<file path="config.mk">
export PLATFORM = sky130hd
export DESIGN_NAME = spi_regfile_peripheral
export DESIGN_NICKNAME = d
export VERILOG_FILES = /design/src/rtl/spi_regfile_peripheral.sv
export SDC_FILE = /design/constraint.sdc
export NUM_CORES = 1
export LEC_CHECK = 0
export CAP_MARGIN = 20
export CORE_AREA = 5 5 115 117
export DETAILED_ROUTE_END_ITERATION = 10
export DIE_AREA = 0 0 120 122
export HOLD_SLACK_MARGIN = 0.12
export PLACE_DENSITY = 0.56
export SYNTH_ARGS = -nofsm -noshare
export SYNTH_HDL_FRONTEND = slang
export SYNTH_SLANG_ARGS = --single-unit
</file>
<file path="constraint.sdc">
create_clock -name clk -period 2.6 [get_ports clk]
set_clock_uncertainty 0.2 [all_clocks]
set_input_delay 0.78 -clock clk [delete_from_list [all_inputs] [get_ports clk]]
set_output_delay 0.78 -clock clk [all_outputs]
set_load 0.05 [all_outputs]
</file>
<file path="src/rtl/spi_regfile_peripheral.sv">
// spi_regfile_peripheral
//
// SPI mode-0 register-file peripheral. The host sends a 1 + ADDR_W + DATA_W bit
// frame, MSB first: the R/W flag (1 = write), the address, then the data field.
// A write commits to the addressed register when chip select is released. A read
// returns the addressed register on cipo during the data phase. Malformed frames
// and out-of-range addresses bump a saturating error counter.
//
// Ports:
//   clk        system clock, the only clock in the block
//   rst        synchronous active-high reset
//   sclk       SPI clock from the host (asynchronous to clk)
//   copi       SPI data from the host
//   ncs        SPI chip select, active-low
//   cipo       SPI data to the host
//   cipo_oe    output enable for the cipo pad
//   regs_out   flattened registers, reg i at [i*DATA_W +: DATA_W]
//   wr_strobe  one-cycle pulse when a write commits
//   wr_addr    address of the last committed write
//   err_count  saturating count of rejected frames
module spi_regfile_peripheral #(
  parameter int                NUM_REGS    = 5,
  parameter int                DATA_W      = 8,
  parameter int                ADDR_W      = 7,
  parameter int                SYNC_STAGES = 2,
  parameter logic [DATA_W-1:0] RESET_VAL   = '0
) (
  input  logic                         clk,
  input  logic                         rst,
  input  logic                         sclk,
  input  logic                         copi,
  input  logic                         ncs,
  output logic                         cipo,
  output logic                         cipo_oe,
  output logic [NUM_REGS*DATA_W-1:0]   regs_out,
  output logic                         wr_strobe,
  output logic [ADDR_W-1:0]            wr_addr,
  output logic [7:0]                   err_count
);

  localparam int FRAME = 1 + ADDR_W + DATA_W;
  localparam int CNT_W = $clog2(FRAME + 2);

  localparam logic [CNT_W-1:0]  FRAME_C = CNT_W'(FRAME);
  localparam logic [CNT_W-1:0]  HDR_C   = CNT_W'(1 + ADDR_W);
  localparam logic [CNT_W-1:0]  HDR_M1  = CNT_W'(ADDR_W);
  localparam logic [CNT_W-1:0]  SAT_C   = CNT_W'(FRAME + 1);
  localparam logic [ADDR_W:0]   NREGS_C = (ADDR_W + 1)'(NUM_REGS);

  // Synchronizer chains; the last stage of each is the delayed copy used
  // for edge detection.
  logic [SYNC_STAGES:0] sclk_q;
  logic [SYNC_STAGES:0] copi_q;
  logic [SYNC_STAGES:0] ncs_q;

  logic sclk_s, sclk_d, ncs_s, ncs_d, copi_s;
  logic sclk_rise, sclk_fall, ncs_rise, ncs_fall;

  logic [CNT_W-1:0]   bit_cnt;
  logic [FRAME-1:0]   rx_shift;
  logic [DATA_W-1:0]  tx_shift;

  // Set by reset and held until chip select is seen high, so the tail of a
  // frame interrupted by reset is dropped instead of being decoded.
  logic discard;

  logic [FRAME-1:0]   rx_next;
  logic               hdr_rw;
  logic [ADDR_W-1:0]  hdr_addr;
  logic [DATA_W-1:0]  rd_data;
  logic               frame_rw;
  logic [ADDR_W-1:0]  frame_addr;
  logic [DATA_W-1:0]  frame_data;
  logic               frame_valid;

  assign sclk_s = sclk_q[SYNC_STAGES-1];
  assign sclk_d = sclk_q[SYNC_STAGES];
  assign ncs_s  = ncs_q[SYNC_STAGES-1];
  assign ncs_d  = ncs_q[SYNC_STAGES];
  // copi is taken from the delayed stage; the host holds it stable for half
  // an sclk period around the rising edge, far longer than one clk.
  assign copi_s = copi_q[SYNC_STAGES];

  assign sclk_rise = sclk_s & ~sclk_d;
  assign sclk_fall = ~sclk_s & sclk_d;
  assign ncs_rise  = ncs_s & ~ncs_d;
  assign ncs_fall  = ~ncs_s & ncs_d;

  // The pad is driven only while the host selects us; the discard gate keeps
  // it off while the freshly reset synchronizer still reads ncs as low.
  assign cipo_oe = ~ncs_s & ~discard;

  // tx_shift holds zeros except during a read data phase.
  assign cipo = tx_shift[DATA_W-1];

  // Header decode looks at the shift register as it will be after the current
  // sclk rising edge, so a read can be loaded on the edge that completes the
  // address. Frame decode looks at the completed shift register at ncs rise.
  always_comb begin
    rx_next     = {rx_shift[FRAME-2:0], copi_s};
    hdr_rw      = rx_next[ADDR_W];
    hdr_addr    = rx_next[ADDR_W-1:0];
    frame_rw    = rx_shift[FRAME-1];
    frame_addr  = rx_shift[FRAME-2 -: ADDR_W];
    frame_data  = rx_shift[DATA_W-1:0];
    frame_valid = ({1'b0, frame_addr} < NREGS_C);
    rd_data     = '0;
    for (int i = 0; i < NUM_REGS; i++) begin
      if (hdr_addr == ADDR_W'(i)) begin
        rd_data = regs_out[i*DATA_W +: DATA_W];
      end
    end
  end

  // Main sequential block: synchronizers, bit sampling, readback shifting and
  // frame-end commit/error handling. A new ncs fall always restarts the frame.
  always_ff @(posedge clk) begin
    if (rst) begin
      sclk_q    <= '0;
      copi_q    <= '0;
      ncs_q     <= '0;
      bit_cnt   <= '0;
      rx_shift  <= '0;
      tx_shift  <= '0;
      discard   <= 1'b1;
      regs_out  <= {NUM_REGS{RESET_VAL}};
      wr_strobe <= 1'b0;
      wr_addr   <= '0;
      err_count <= '0;
    end else begin
      sclk_q    <= {sclk_q[SYNC_STAGES-1:0], sclk};
      copi_q    <= {copi_q[SYNC_STAGES-1:0], copi};
      ncs_q     <= {ncs_q[SYNC_STAGES-1:0], ncs};
      wr_strobe <= 1'b0;

      if (ncs_s) begin
        discard <= 1'b0;
      end

      if (!discard) begin
        if (ncs_fall) begin
          bit_cnt  <= '0;
          rx_shift <= '0;
          tx_shift <= '0;
        end else if (ncs_rise) begin
          if (bit_cnt == FRAME_C && frame_valid) begin
            if (frame_rw) begin
              for (int i = 0; i < NUM_REGS; i++) begin
                if (frame_addr == ADDR_W'(i)) begin
                  regs_out[i*DATA_W +: DATA_W] <= frame_data;
                end
              end
              wr_strobe <= 1'b1;
              wr_addr   <= frame_addr;
            end
          end else if (bit_cnt != '0) begin
            if (err_count != 8'hFF) begin
              err_count <= err_count + 8'd1;
            end
          end
          bit_cnt  <= '0;
          rx_shift <= '0;
          tx_shift <= '0;
        end else if (!ncs_s) begin
          if (sclk_rise) begin
            rx_shift <= rx_next;
            if (bit_cnt != SAT_C) begin
              bit_cnt <= bit_cnt + 1'b1;
            end
            if (bit_cnt == HDR_M1 && !hdr_rw) begin
              tx_shift <= rd_data;
            end
          end else if (sclk_fall && bit_cnt > HDR_C) begin
            tx_shift <= {tx_shift[DATA_W-2:0], 1'b0};
          end
        end
      end
    end
  end

endmodule

</file>
==> metrics.yaml <==
power:
  p_clk_frac: 0.456
  ir_worst_vdd_mv: 0.210
  total_power_uw: 2870
  swShare: 0.213
  p_leak_uw: 0.00195
  internal_power_uw: 2260
  seqPwrFrac: 0.511
  comb_power_share: 0.034
  power_density_nw_per_um2: 548
  switchingPower_uw: 611
detailed_routing:
  vias: 3611
  first_iter_violations: 217
  wl_um: 11200
  drc_errors: 0
  dr.pass1.iters: 4
  routedWlPerCell_um: 15.9
  ant_nets: 0
  via_per_inst: 5.15
placement:
  place_hpwl_um: 7940
  dp_slack_ns: 0.214
  post_dp_cell_area_sq_um: 4940
  gp_congestion: 0.849
  io_buffers: 62
setup_path:
  required_ns: 1.62
  cp_slowest_stage_delay_ns: 0.84
  critPathKind: "flop to output port"
  critPathCaptureType: "output port"
  path_max_fanout: 5
  crit_slowest_cell: "clkdlybuf4s50_1"
  cp.arrival_ns: 1.59
  cp_num_buf_inv: 1
  crit_path_start_kind: "flop"
  crit_family: "buffers and inverters"
  worstPathCellList: "clkdlybuf4s50_1"
die:
  initial_core_util: 0.337
  dieArea_sq_um: 14600
  core_sq_um: 12300
  fp-row-count: 41
  die_y_um: 122
  io_pins: 63
  fp.dieW_um: 120
timing:
  finalHoldViolCount: 0
  drv_slew: 0
  max_slew.worst_pin.slew_ns: 0.714
  period_share: 0.988
  hold_slack_ns: 0.234
  fmax_mhz: 389
  setup_violations: 0
  fin_ws_ns: 0.0309
  period_minus_slack_ns: 2.57
  slew_headroom: 0.523
  fin_setup_tns_ns: 0
synthesis:
  post_synth_num_cell_types: 56
  yosysWarnings: 0
  synth_area_leaders: "dfxtp_1 46%, nand2_1 7.6%, a21oi_1 6.2%"
  ys_top_cells_by_count: "95 x dfxtp_1, 84 x nand2_1, 51 x a21oi_1"
  synthesis.nets: 499
  netlist.area_leader.share: 0.460
  synth_edf_count: 0
  syn_avg_cell_area_sq_um: 8.49
  synth_ff_type: "dfxtp_1"
  ys_ff_latch: 95
  netlist_area_sq_um: 4140
  yosysTopAreaCell: "dfxtp_1"
  async_flop_share: 0
  synthMostInstantiatedCell: "dfxtp_1"
  syn_inst: 487
  ys_seq_area_frac: 0.460
run_status:
  status: "completed"
clock_network:
  clk_latency_ns: 0.35
  cts_tree: "yes"
  numCtsBuffers: 9
  cts.sinks: 95
  cts_hold_buffers: 0
  cts_root_buffer: "clkbuf_16"
  htreeDepth: 3
  clock_path_buffers: 2
  clkTransAtPathRegs_ns: 0.06
global_route:
  overflow: 0
  antenna_found_initial: 0
  grt_pass1_vias: 3540
  grt_first_pass_wirelength_um: 18300
  grt_max_degree: 38
  grt_use_total: 0.157
layout:
  syn_to_final_growth_pct: 26.6
  design_area_sq_um: 5240
  num_antenna_cells: 0
  layout-drive-gt1-share: 0.0926
  nets: 559
flow_run:
  cap_violations: 0
hold_path:
  hold_path.class: "flop to flop"
## through the flow
stage / instances / util
6_report: 701 / 0.427
5_1_grt: 701 / 0.427
4_1_cts: 701 / 0.426
3_5_place_dp: 686 / 0.403
3_3_place_gp: 686 / 0.403
2_1_floorplan: 487 / -
## sequential cells by signal, indices dropped and copies added, names as in the netlist, 5 cells and up
signal and cells:
regs_out 40, wr_addr 7, rx_shift 16, tx_shift 8
bit_cnt 5, err_count 8
## cell families after synthesis
kind of cell | synth area share
adder cells (fa/ha/maj) | 0.0212
XOR/XNOR | 0.0127
multiplexers | 0.0602
flip-flops | 0.460
buffers and inverters | 0.0384
AO/OA/AOI/OAI | 0.153
AND/OR/NAND/NOR | 0.255
## final timing paths
check                      end         start  slack [ns]  cells after the start
hold reg to reg      copi_q[1]     copi_q[0]        0.23                      1
setup / recovery  err_count[7]  err_count[7]        0.03                      1
setup reg to reg  regs_out[30]    bit_cnt[1]        0.22                      7
hold / removal       copi_q[1]     copi_q[0]        0.23                      1
## cells in the final DEF, fill, tap and decap left out, types with 3 or more instances in the layout
cell and instances:
inv_1 7, o21ai_0 16, a21oi_1 51, and2_1 6, a22oi_1 4, nand2b_1 6, clkbuf_16 9, a2bb2oi_1 3
nand3b_1 4, nor4_1 3, nor2_1 33, dfxtp_1 95, buf_4 19, nor2b_1 12, o21a_1 4, clkdlybuf4s50_1 55
nand3_1 32, xnor2_1 6, nand2_1 84, a32oi_1 4, mux2_2 7, ha_1 7, nor3_1 11, a211oi_1 6
mux2i_1 17, a21boi_0 3, dlymetal6s2s_1 4
## power groups by stage
stage          registers [uW]  clock network, uW  logic (uW)
3_5_place_dp             1500                  0        96.8
3_3_place_gp             1500                  0        96.5
4_1_cts                  1470               1350        96.8
6_report                 1470               1310        96.2
5_1_grt                  1470               1400         107
2_1_floorplan            1500                  0        64.2
## cell type report
class | instances | area (sq um)
Tap cell | 150 | 188
Fill cell | 1244 | 7020
Multi-Input combinational cell | 354 | 2080
Clock buffer | 12 | 246
Inverter | 7 | 26.3
Sequential cell | 95 | 1900
Clock inverter | 3 | 43.8
Timing Repair Buffer | 80 | 757
## what timing repair did
| action | CTS | global route |
|---|---|---|
| gates resized for setup | 1 | 4 |
| endpoints found under the setup margin | 1 | 4 |
| endpoints found under the hold margin | 0 | 0 |
| setup buffers | 0 | 0 |
## metal layers
metal | global-route usage | vias up | wire (um)
met4 | 0.0637 | 0 | 141
met2 | 0.261 | 77 | 5240
li1 | - | 1824 | -
met1 | 0.203 | 1698 | 5290
met5 | 0 | - | 0
met3 | 0.0269 | 12 | 498
Note: power is estimated with default switching activity, not from simulation.
